[src/rtl/wide_adder_pkg.sv]
// Shared types and sizing helpers for the slice-sequential wide adder.
package wide_adder_pkg;

    localparam int STATE_W   = 2;
    localparam int DEF_WIDTH = 32;
    localparam int DEF_SLICE = 8;

    typedef enum logic [STATE_W-1:0] {
        IDLE = 2'd0,
        RUN  = 2'd1,
        DONE = 2'd2
    } state_t;

    function automatic int clog2(input int v);
        int r;
        r = 0;
        for (int x = v - 1; x > 0; x = x >> 1) begin
            r++;
        end
        return r;
    endfunction

    // Index counter needs at least one bit even when there is a single slice.
    function automatic int idx_width(input int n);
        return (clog2(n) < 1) ? 1 : clog2(n);
    endfunction

endpackage

[src/rtl/carry_select_adder_4nbit.sv]
// N-bit carry-select adder built from 4-bit blocks; purely combinational.
// Each block precomputes sums for carry 0 and 1 and the incoming carry selects.
module carry_select_adder_4nbit #(
    parameter int N = 8
) (
    input  logic [N-1:0] a,
    input  logic [N-1:0] b,
    input  logic         cin,
    output logic [N-1:0] sum,
    output logic         cout
);

    localparam int NB = N / 4;

    logic [NB:0] c;

    assign c[0] = cin;

    for (genvar g = 0; g < NB; g++) begin : g_blk
        logic [4:0] s0;
        logic [4:0] s1;
        assign s0 = {1'b0, a[4*g +: 4]} + {1'b0, b[4*g +: 4]};
        assign s1 = s0 + 5'd1;
        assign sum[4*g +: 4] = c[g] ? s1[3:0] : s0[3:0];
        assign c[g+1]        = c[g] ? s1[4]   : s0[4];
    end

    assign cout = c[NB];

endmodule

[src/rtl/wide_adder_seq_ctrl.sv]
// Adds two WIDTH-bit operands by reusing one SLICE-bit adder, LSB slice first.
// Latency: out_valid rises WIDTH/SLICE edges after the operand acceptance edge.
// Backpressure: result held in DONE until out_ready; in_ready low while busy.
module wide_adder_seq_ctrl
    import wide_adder_pkg::*;
#(
    parameter int WIDTH = DEF_WIDTH,
    parameter int SLICE = DEF_SLICE
) (
    input  logic             clk,
    input  logic             rst,
    input  logic             in_valid,
    output logic             in_ready,
    input  logic [WIDTH-1:0] a,
    input  logic [WIDTH-1:0] b,
    input  logic             cin,
    output logic             out_valid,
    input  logic             out_ready,
    output logic [WIDTH-1:0] sum,
    output logic             cout,
    output logic             busy
);

    localparam int NSLICE = WIDTH / SLICE;
    localparam int IDXW   = idx_width(NSLICE);
    localparam logic [IDXW-1:0] LAST = IDXW'(NSLICE - 1);

    state_t           state_q, state_d;
    logic [WIDTH-1:0] a_q, a_d;
    logic [WIDTH-1:0] b_q, b_d;
    logic [WIDTH-1:0] sum_q, sum_d;
    logic             carry_q, carry_d;
    logic             cout_q, cout_d;
    logic [IDXW-1:0]  idx_q, idx_d;

    logic [SLICE-1:0] slice_sum;
    logic             slice_cout;
    logic [WIDTH-1:0] a_shift;
    logic [WIDTH-1:0] b_shift;
    logic [WIDTH-1:0] sum_shift;

    carry_select_adder_4nbit #(
        .N (SLICE)
    ) u_slice (
        .a    (a_q[SLICE-1:0]),
        .b    (b_q[SLICE-1:0]),
        .cin  (carry_q),
        .sum  (slice_sum),
        .cout (slice_cout)
    );

    // New slice enters at the top so slice 0 lands at the bottom after NSLICE shifts.
    if (NSLICE == 1) begin : g_one
        assign a_shift   = '0;
        assign b_shift   = '0;
        assign sum_shift = slice_sum;
    end else begin : g_multi
        assign a_shift   = {{SLICE{1'b0}}, a_q[WIDTH-1:SLICE]};
        assign b_shift   = {{SLICE{1'b0}}, b_q[WIDTH-1:SLICE]};
        assign sum_shift = {slice_sum, sum_q[WIDTH-1:SLICE]};
    end

    always_comb begin
        state_d = state_q;
        a_d     = a_q;
        b_d     = b_q;
        sum_d   = sum_q;
        carry_d = carry_q;
        cout_d  = cout_q;
        idx_d   = idx_q;
        case (state_q)
            IDLE: begin
                if (in_valid) begin
                    a_d     = a;
                    b_d     = b;
                    carry_d = cin;
                    idx_d   = '0;
                    state_d = RUN;
                end
            end
            RUN: begin
                sum_d   = sum_shift;
                a_d     = a_shift;
                b_d     = b_shift;
                carry_d = slice_cout;
                idx_d   = idx_q + 1'b1;
                if (idx_q == LAST) begin
                    cout_d  = slice_cout;
                    state_d = DONE;
                end
            end
            DONE: begin
                if (out_ready) begin
                    state_d = IDLE;
                end
            end
            default: state_d = IDLE;
        endcase
    end

    always_ff @(posedge clk or posedge rst) begin
        if (rst) begin
            state_q <= IDLE;
            a_q     <= '0;
            b_q     <= '0;
            sum_q   <= '0;
            carry_q <= 1'b0;
            cout_q  <= 1'b0;
            idx_q   <= '0;
        end else begin
            state_q <= state_d;
            a_q     <= a_d;
            b_q     <= b_d;
            sum_q   <= sum_d;
            carry_q <= carry_d;
            cout_q  <= cout_d;
            idx_q   <= idx_d;
        end
    end

    assign in_ready  = (state_q == IDLE);
    assign out_valid = (state_q == DONE);
    assign busy      = (state_q == RUN) || (state_q == DONE);
    assign sum       = sum_q;
    assign cout      = cout_q;

endmodule

[config.mk]
export PLATFORM = sky130hd
export DESIGN_NAME = wide_adder_seq_ctrl
export DESIGN_NICKNAME = d
export VERILOG_FILES = /design/src/rtl/wide_adder_pkg.sv /design/src/rtl/carry_select_adder_4nbit.sv /design/src/rtl/wide_adder_seq_ctrl.sv
export SDC_FILE = /design/constraint.sdc
export NUM_CORES = 1
export LEC_CHECK = 0
export CELL_PAD_IN_SITES_DETAIL_PLACEMENT = 1
export CELL_PAD_IN_SITES_GLOBAL_PLACEMENT = 2
export CORE_ASPECT_RATIO = 2
export CORE_MARGIN = 10
export CORE_UTILIZATION = 32
export DETAILED_ROUTE_END_ITERATION = 16
export HOLD_SLACK_MARGIN = 0.12
export PLACE_DENSITY_LB_ADDON = 0.1
export SETUP_SLACK_MARGIN = 0.4
export SLEW_MARGIN = 10
export SYNTH_ARGS = -nofsm -noshare
export SYNTH_HDL_FRONTEND = slang
export SYNTH_SLANG_ARGS = --single-unit
[constraint.sdc]
create_clock -name clk -period 4.3 [get_ports clk]
set_input_delay 0.86 -clock clk [delete_from_list [all_inputs] [get_ports clk]]
set_output_delay 0.86 -clock clk [all_outputs]
set_load 0.005 [all_outputs]
==> flow_summary.json, run 1 <==
{
  "postCtsSetupBuffers": 0,
  "crit_required_ns": 4.54,
  "crit_slowest_cell": "fa_1",
  "worstPathArrival_ns": 3.00,
  "hold_path_startpoint": "a_q[14]$_DFFE_PP0P_",
  "antenna_left": 0,
  "hold_path_class": "reg -> reg",
  "period_minus_slack_ns": 2.76,
  "max_freq_ghz": 0.362,
  "p_per_area_mw_per_mm2": 771,
  "maxSlewHeadroom_pct": 34.2,
  "power_leakage_nw": 2.77,
  "nets": 641,
  "hold_end": "a_q[14]$_DFFE_PP0P_",
  "clockBufferDepth": 2,
  "post_cts_resized": 0,
  "crit_path_end_kind": "flip-flop",
  "r2r_cells": 11,
  "synth_top_family_by_area": "multiplexers",
  "finClkSkew_ns": 0.0164,
  "cp_max_fo": 3,
  "synth_enable_flop_cells": 0,
  "die_area_mm2": 0.0208,
  "vias": 3553,
  "hpwl_mm": 9.57,
  "async_flop_share_pct": 100,
  "antennaDiodeCount": 0,
  "timing.rr.end": "cout$_DFFE_PP0P_",
  "grt_max_degree": 79,
  "grt_antenna_before_repair": 0,
  "synth_xor_area_share_pct": 2.11,
  "hold_viol_final": 0,
  "final.period_utilization_pct": 64.2,
  "rsz0062_at_grt": "no",
  "grt_pass1_wl_mm": 20.4,
  "slew_viol_final": 0,
  "ir_worst_vdd_mv": 0.254,
  "synth_compound_area_share_pct": 10.6,
  "worst-slew-pin-transition_ns": 0.987,
  "synthMuxAreaShare_pct": 17.2,
  "clock_sinks": 102,
  "synth-seq-cells": 102,
  "yosysUniqueCellTypes": 37,
  "synth_adder_area_share_pct": 4.43,
  "path_cells": "ha_1 > inv_1 > fa_1 > inv_1 > ha_1 > nand2_1 > nor3_1 > mux2i_4 > mux2i_1 > a21boi_1 > o31ai_1",
  "grt_pass1_vias": 4042,
  "die_w_um": 107,
  "wire_per_inst_um": 16.2,
  "dr.first_iter.drc_count": 56,
  "synth.area.top_cells": "dfrtp_1, mux2i_1, nand2_1",
  "post-route-util_pct": 43.0,
  "wl_mm": 12.2,
  "hold_depth": 2,
  "fillerInstances": 1623,
  "tritoncts": "done",
  "core_area_mm2": 0.0149,
  "synth_top_area_cell": "dfrtp_1",
  "post_synth_and_or_nand_nor_area_fraction_pct": 9.79,
  "yosysWarnings": 0,
  "syn2layout_area_growth_pct": 32.1,
  "route.detailed.drc": 0,
  "grt_overflow": 0,
  "grt_usage_pct": 12.1,
  "rows": 63,
  "critPathLaunchType": "flip-flop",
  "synth_area_per_cell_um2": 10.5,
  "drv_cap": 0,
  "yosysSeqAreaShare_pct": 52.6,
  "fp.dieH_um": 194,
  "setup_violations": 0,
  "synth_cells": 461,
  "clock_latency_ns": 0.35,
  "cpPeakStageDelay_ns": 0.44,
  "drtPass1Iterations": 6,
  "syn-num-nets": 546,
  "final_layout_size_suffix_gt1_share_pct": 9.80,
  "numCtsBuffers": 9,
  "worstSetupPathType": "reg -> reg",
  "start_util_pct": 32.6,
  "path_delay_family": "adder cells",
  "synthesis.area_mm2": 0.00485,
  "final.setup.tns_ns": 0,
  "reg2reg_setup_slack_ns": 1.54,
  "cts_hold_buf": 0,
  "path_depth": 11,
  "r2r-start": "b_q[0]$_DFFE_PP0P_",
  "io_pins": 105,
  "root_buffer": "clkbuf_16",
  "htree_levels": 3,
  "finalWeightedCongestion": 0.721,
  "io_buffers": 104,
  "cts.clk_slew.worst_paths_ns": 0.07,
  "synth_flop_cell": "dfrtp_1",
  "cp_num_buf_inv": 2,
  "routed_via_density": 4.70,
  "netlist.area_leader.share_pct": 52.6,
  "status": "finished clean"
}
## per-layer routing
metal / part of all wire, % / GRT usage, % / up-vias
met5: 0 / 0 / -
met4: 0.99 / 3.32 / 0
met3: 4.8 / 3.33 / 8
met2: 56 / 22.8 / 70
met1: 38 / 12.4 / 1719
li1: - / - / 1756
## report_power, final
part	switching (mW)	total, mW	internal (mW)
Clock	0.375	0.833	0.459
Combinational	1.22	2.43	1.21
Sequential	0.272	1.68	1.40
## cell usage after synthesis (7+ instances only)
library cell / count
nand2_1: 91
clkbuf_1: 17
mux2i_1: 51
nor2_1: 10
o21ai_0: 46
ha_1: 14
dfrtp_1: 102
xnor2_1: 7
a21oi_1: 29
mux2_2: 26
inv_1: 14
o21ai_1: 10
## area by class of cell
class / count / area [um2] / share of cell area, %
clock buffer: 9 / 225 / 3.51
clock inverter: 7 / 81.3 / 1.27
inverter: 14 / 55.1 / 0.859
sequential: 102 / 2550 / 39.8
timing repair buffer: 110 / 1090 / 16.9
multi-input combinational: 319 / 2170 / 33.8
tap: 195 / 244 / 3.81
## logic make-up (layout without fill, tap and decap cells)
| family | after synthesis | count (layout) |
|---|---|---|
| and+or+nand+nor | 117 | 117 |
| DFF | 102 | 102 |
| AOI/OAI and AO/OA | 97 | 97 |
| muxes | 79 | 79 |
| buffers and inverters | 40 | 140 |
| adders and majority gates | 16 | 16 |
| xor gates and xnor gates | 10 | 10 |
## cell usage in the layout, fill, tap and decap left out, types with 2 or more instances in the layout
cell,instances
a21o_1,3
a21oi_1,28
inv_1,13
nand2b_1,3
and2_1,3
a21boi_1,2
clkbuf_16,9
clkinvlp_4,3
mux2i_1,51
ha_1,13
nor3_1,4
nand2_1,91
nor2_1,10
dfrtp_1,102
mux2_2,26
clkdlybuf4s50_1,104
nand3_1,2
a31oi_1,2
o21ai_0,46
fa_1,2
o21ai_1,10
buf_4,6
xnor2_1,7
## registers in the layout (all words and copies together) (netlist names)
register	cells
b_q	32
idx_q	2
state_q	2
cout	1
sum	32
carry_q	1
a_q	32
## metrics by stage
stage,cells,power (mW),worst slack (ns),area (um2),hold WS (ns)
after CTS,756,5.07,1.45,6410,0.486
after global routing,756,5.41,1.32,6410,0.512
after detailed placement,740,4.22,1.22,6100,0.470
after global placement,740,4.08,1.32,6100,0.462
after floorplan,461,3.31,0.765,4850,0.450
final,756,4.94,1.54,6410,0.481
## tightest hold or removal path, cell delays in order, from the launching register on
cell	delay [ns]
dfrtp_1	0.34
nand2_1	0.05
o21ai_0	0.06
## worst max path at each step
stage / startpoint / endpoint / slack, ns
after CTS: b_q[0]$_DFFE_PP0P_ / cout$_DFFE_PP0P_ / 1.45
after floorplan: rst / a_q[0]$_DFFE_PP0P_ / 0.76
after global routing: b_q[0]$_DFFE_PP0P_ / cout$_DFFE_PP0P_ / 1.32
final: b_q[0]$_DFFE_PP0P_ / cout$_DFFE_PP0P_ / 1.54
after global placement: in_valid / b_q[14]$_DFFE_PP0P_ / 1.32
after detailed placement: in_valid / b_q[13]$_DFFE_PP0P_ / 1.22
Power figures use the tool's default switching activity.
==> inputs of run 2 (changes only) <==
Settings changed: CORE_UTILIZATION 32 to 29.
Clock period 4.3 ns to 2.4 ns, I/O delays scaled along.
==> run 2 against run 1 <==
The flow now finishes with violations (negative setup slack). Worst setup slack got worse by 1.6 ns. Clock power is 80% higher. Die area rose by 8.8%. First-iteration DRC count rose to 2.5 times the previous value. Global-route usage down 1.1 points. Largest power group unchanged. Critical path depth is 1 lower. Total power increased by 86%.
==> flow_summary.json, run 2 (synthesis gave the netlist of run 1 again) <==
{
  "status": "complete, but fails checks",
  "violations": "negative setup slack",
  "max_freq_ghz": 0.414,
  "htree_levels": 3,
  "route.detailed.drc": 0,
  "drtPass1Iterations": 4,
  "fillerInstances": 1821,
  "grt_pass1_vias": 4081,
  "antenna_left": 0,
  "power_leakage_nw": 2.87,
  "hpwl_mm": 9.66,
  "setup_ws_ns": -0.0174,
  "dr.first_iter.drc_count": 141,
  "io_buffers": 104,
  "grt_usage_pct": 11.0,
  "dp_slack_ns": -0.119,
  "clock_latency_ns": 0.34,
  "rows": 66,
  "numCtsBuffers": 9,
  "drv_cap": 0,
  "crit_required_ns": 2.63,
  "hold_end": "a_q[11]$_DFFE_PP0P_",
  "path_depth": 10,
  "finalWeightedCongestion": 0.742,
  "final_cell_mix": "dfrtp_1, clkdlybuf4s50_1, nand2_1",
  "grt_antenna_before_repair": 0,
  "worst-slew-pin-transition_ns": 0.683,
  "rsz0062_at_grt": "yes",
  "final_common_cell": "dfrtp_1",
  "finClkSkew_ns": 0.00927,
  "crit_path_end_kind": "flip-flop",
  "wl_mm": 12.4,
  "nets": 651,
  "die_area_mm2": 0.0226,
  "path_delay_family": "adder cells",
  "r2r-start": "a_q[4]$_DFFE_PP0P_",
  "clockBufferDepth": 2,
  "ir_worst_vdd_mv": 0.669,
  "cp_max_fo": 3,
  "syn2layout_area_growth_pct": 36.2,
  "period_minus_slack_ns": 2.42,
  "antennaDiodeCount": 0,
  "grt_pass1_wl_mm": 20.4,
  "start_util_pct": 29.7,
  "reg2reg_setup_slack_ns": -0.02,
  "p_per_area_mw_per_mm2": 1390,
  "r2r_cells": 10,
  "routed_via_density": 4.62,
  "hold_path_class": "reg -> reg",
  "die_w_um": 111,
  "post-route-util_pct": 40.4,
  "register_area_mm2": 0.00255,
  "timing.rr.end": "carry_q$_DFFE_PP0P_",
  "cts_hold_buf": 0,
  "critPathLaunchType": "flip-flop",
  "final.period_utilization_pct": 101,
  "wire_per_inst_um": 16.0,
  "fp.dieH_um": 203,
  "core_area_mm2": 0.0164,
  "vias": 3583,
  "setup_violations": 3,
  "worstPathArrival_ns": 2.64,
  "cpPeakStageDelay_ns": 0.40,
  "cp_num_buf_inv": 3,
  "root_buffer": "clkbuf_16",
  "clock_sinks": 102,
  "hold_path_startpoint": "a_q[11]$_DFFE_PP0P_",
  "cts.clk_slew.worst_paths_ns": 0.07,
  "maxSlewHeadroom_pct": 54.4,
  "fin_cells": 775,
  "tritoncts": "done",
  "multi_input_area_mm2": 0.00222,
  "worstSetupPathType": "reg -> reg",
  "final_layout_size_suffix_gt1_share_pct": 13.7,
  "post-place-cells": 756,
  "grt_overflow": 0,
  "io_pins": 105,
  "path_cells": "ha_1 > inv_1 > fa_1 > inv_1 > ha_2 > or3b_1 > mux2i_1 > buf_4 > mux2i_1 > nor2_1",
  "hold_depth": 2,
  "slew_viol_final": 0,
  "crit_slowest_cell": "fa_1",
  "grt_max_degree": 79,
  "hold_viol_final": 0
}
-- run 2: cell types whose count changed in the layout (fill, tap and decap cells not counted), sizes merged --
| cell | delta |
|---|---|
| clkinvlp | -2 |
| clkinv | +3 |
| inv | -1 |
| dlygate4sd2 | +3 |
| clkdlybuf4s50 | -3 |
| buf | +10 |
-- run 2: worst register-to-register path, cell delays in order, from the launching register on --
cell and delay, ns:
dfrtp_1 0.39, ha_1 0.22, inv_1 0.07, fa_1 0.40, inv_1 0.11, ha_2 0.20
or3b_1 0.35, mux2i_1 0.17, buf_4 0.16, mux2i_1 0.18, nor2_1 0.05
-- run 2: final cells by class --
cell class	count	area share [%]
Multi-Input combinational cell	319	33.6
Sequential cell	102	38.6
Clock buffer	9	3.41
Timing Repair Buffer	120	18.5
Clock inverter	7	1.23
Inverter	14	0.852
Tap cell	204	3.86
-- run 2: power breakdown --
group,internal [mW],leakage [nW],switching [mW]
clock network,0.824,0.152,0.677
logic,2.42,1.46,2.30
registers,2.52,1.26,0.475
-- run 2: worst max-delay path by stage --
stage	start	to
after floorplan	a_q[0]$_DFFE_PP0P_	sum[31]$_DFFE_PP0P_
after global placement	a_q[0]$_DFFE_PP0P_	sum[31]$_DFFE_PP0P_
after detailed placement	a_q[0]$_DFFE_PP0P_	sum[31]$_DFFE_PP0P_
after CTS	a_q[0]$_DFFE_PP0P_	cout$_DFFE_PP0P_
after global routing	a_q[0]$_DFFE_PP0P_	cout$_DFFE_PP0P_
final	a_q[4]$_DFFE_PP0P_	carry_q$_DFFE_PP0P_
-- run 2: metal layers --
metal | vias up | wire length, um | GRT usage [%]
met5 | - | 0 | 0
met4 | 0 | 130 | 3.18
met3 | 7 | 628 | 3.25
met2 | 79 | 6900 | 21.0
met1 | 1723 | 4730 | 11.0
li1 | 1774 | - | -
-- run 2: timing repair --
action                     4_1_cts  5_1_grt
pin swaps                        7        0
setup endpoints to repair       11        9
buffers inserted                 3        0
gates resized for setup          9        3
-- run 2: per-stage QoR --
stage / area [um2] / TNS [ns] / total power [mW] / hold slack [ns]
after floorplan: 4880 / 0 / 5.98 / 0.450
after global placement: 6250 / -0.0549 / 7.61 / 0.461
after detailed placement: 6250 / -0.485 / 7.81 / 0.470
after CTS: 6600 / -0.200 / 9.41 / 0.486
after global routing: 6610 / -0.849 / 10.1 / 0.508
final: 6610 / -0.0334 / 9.21 / 0.482
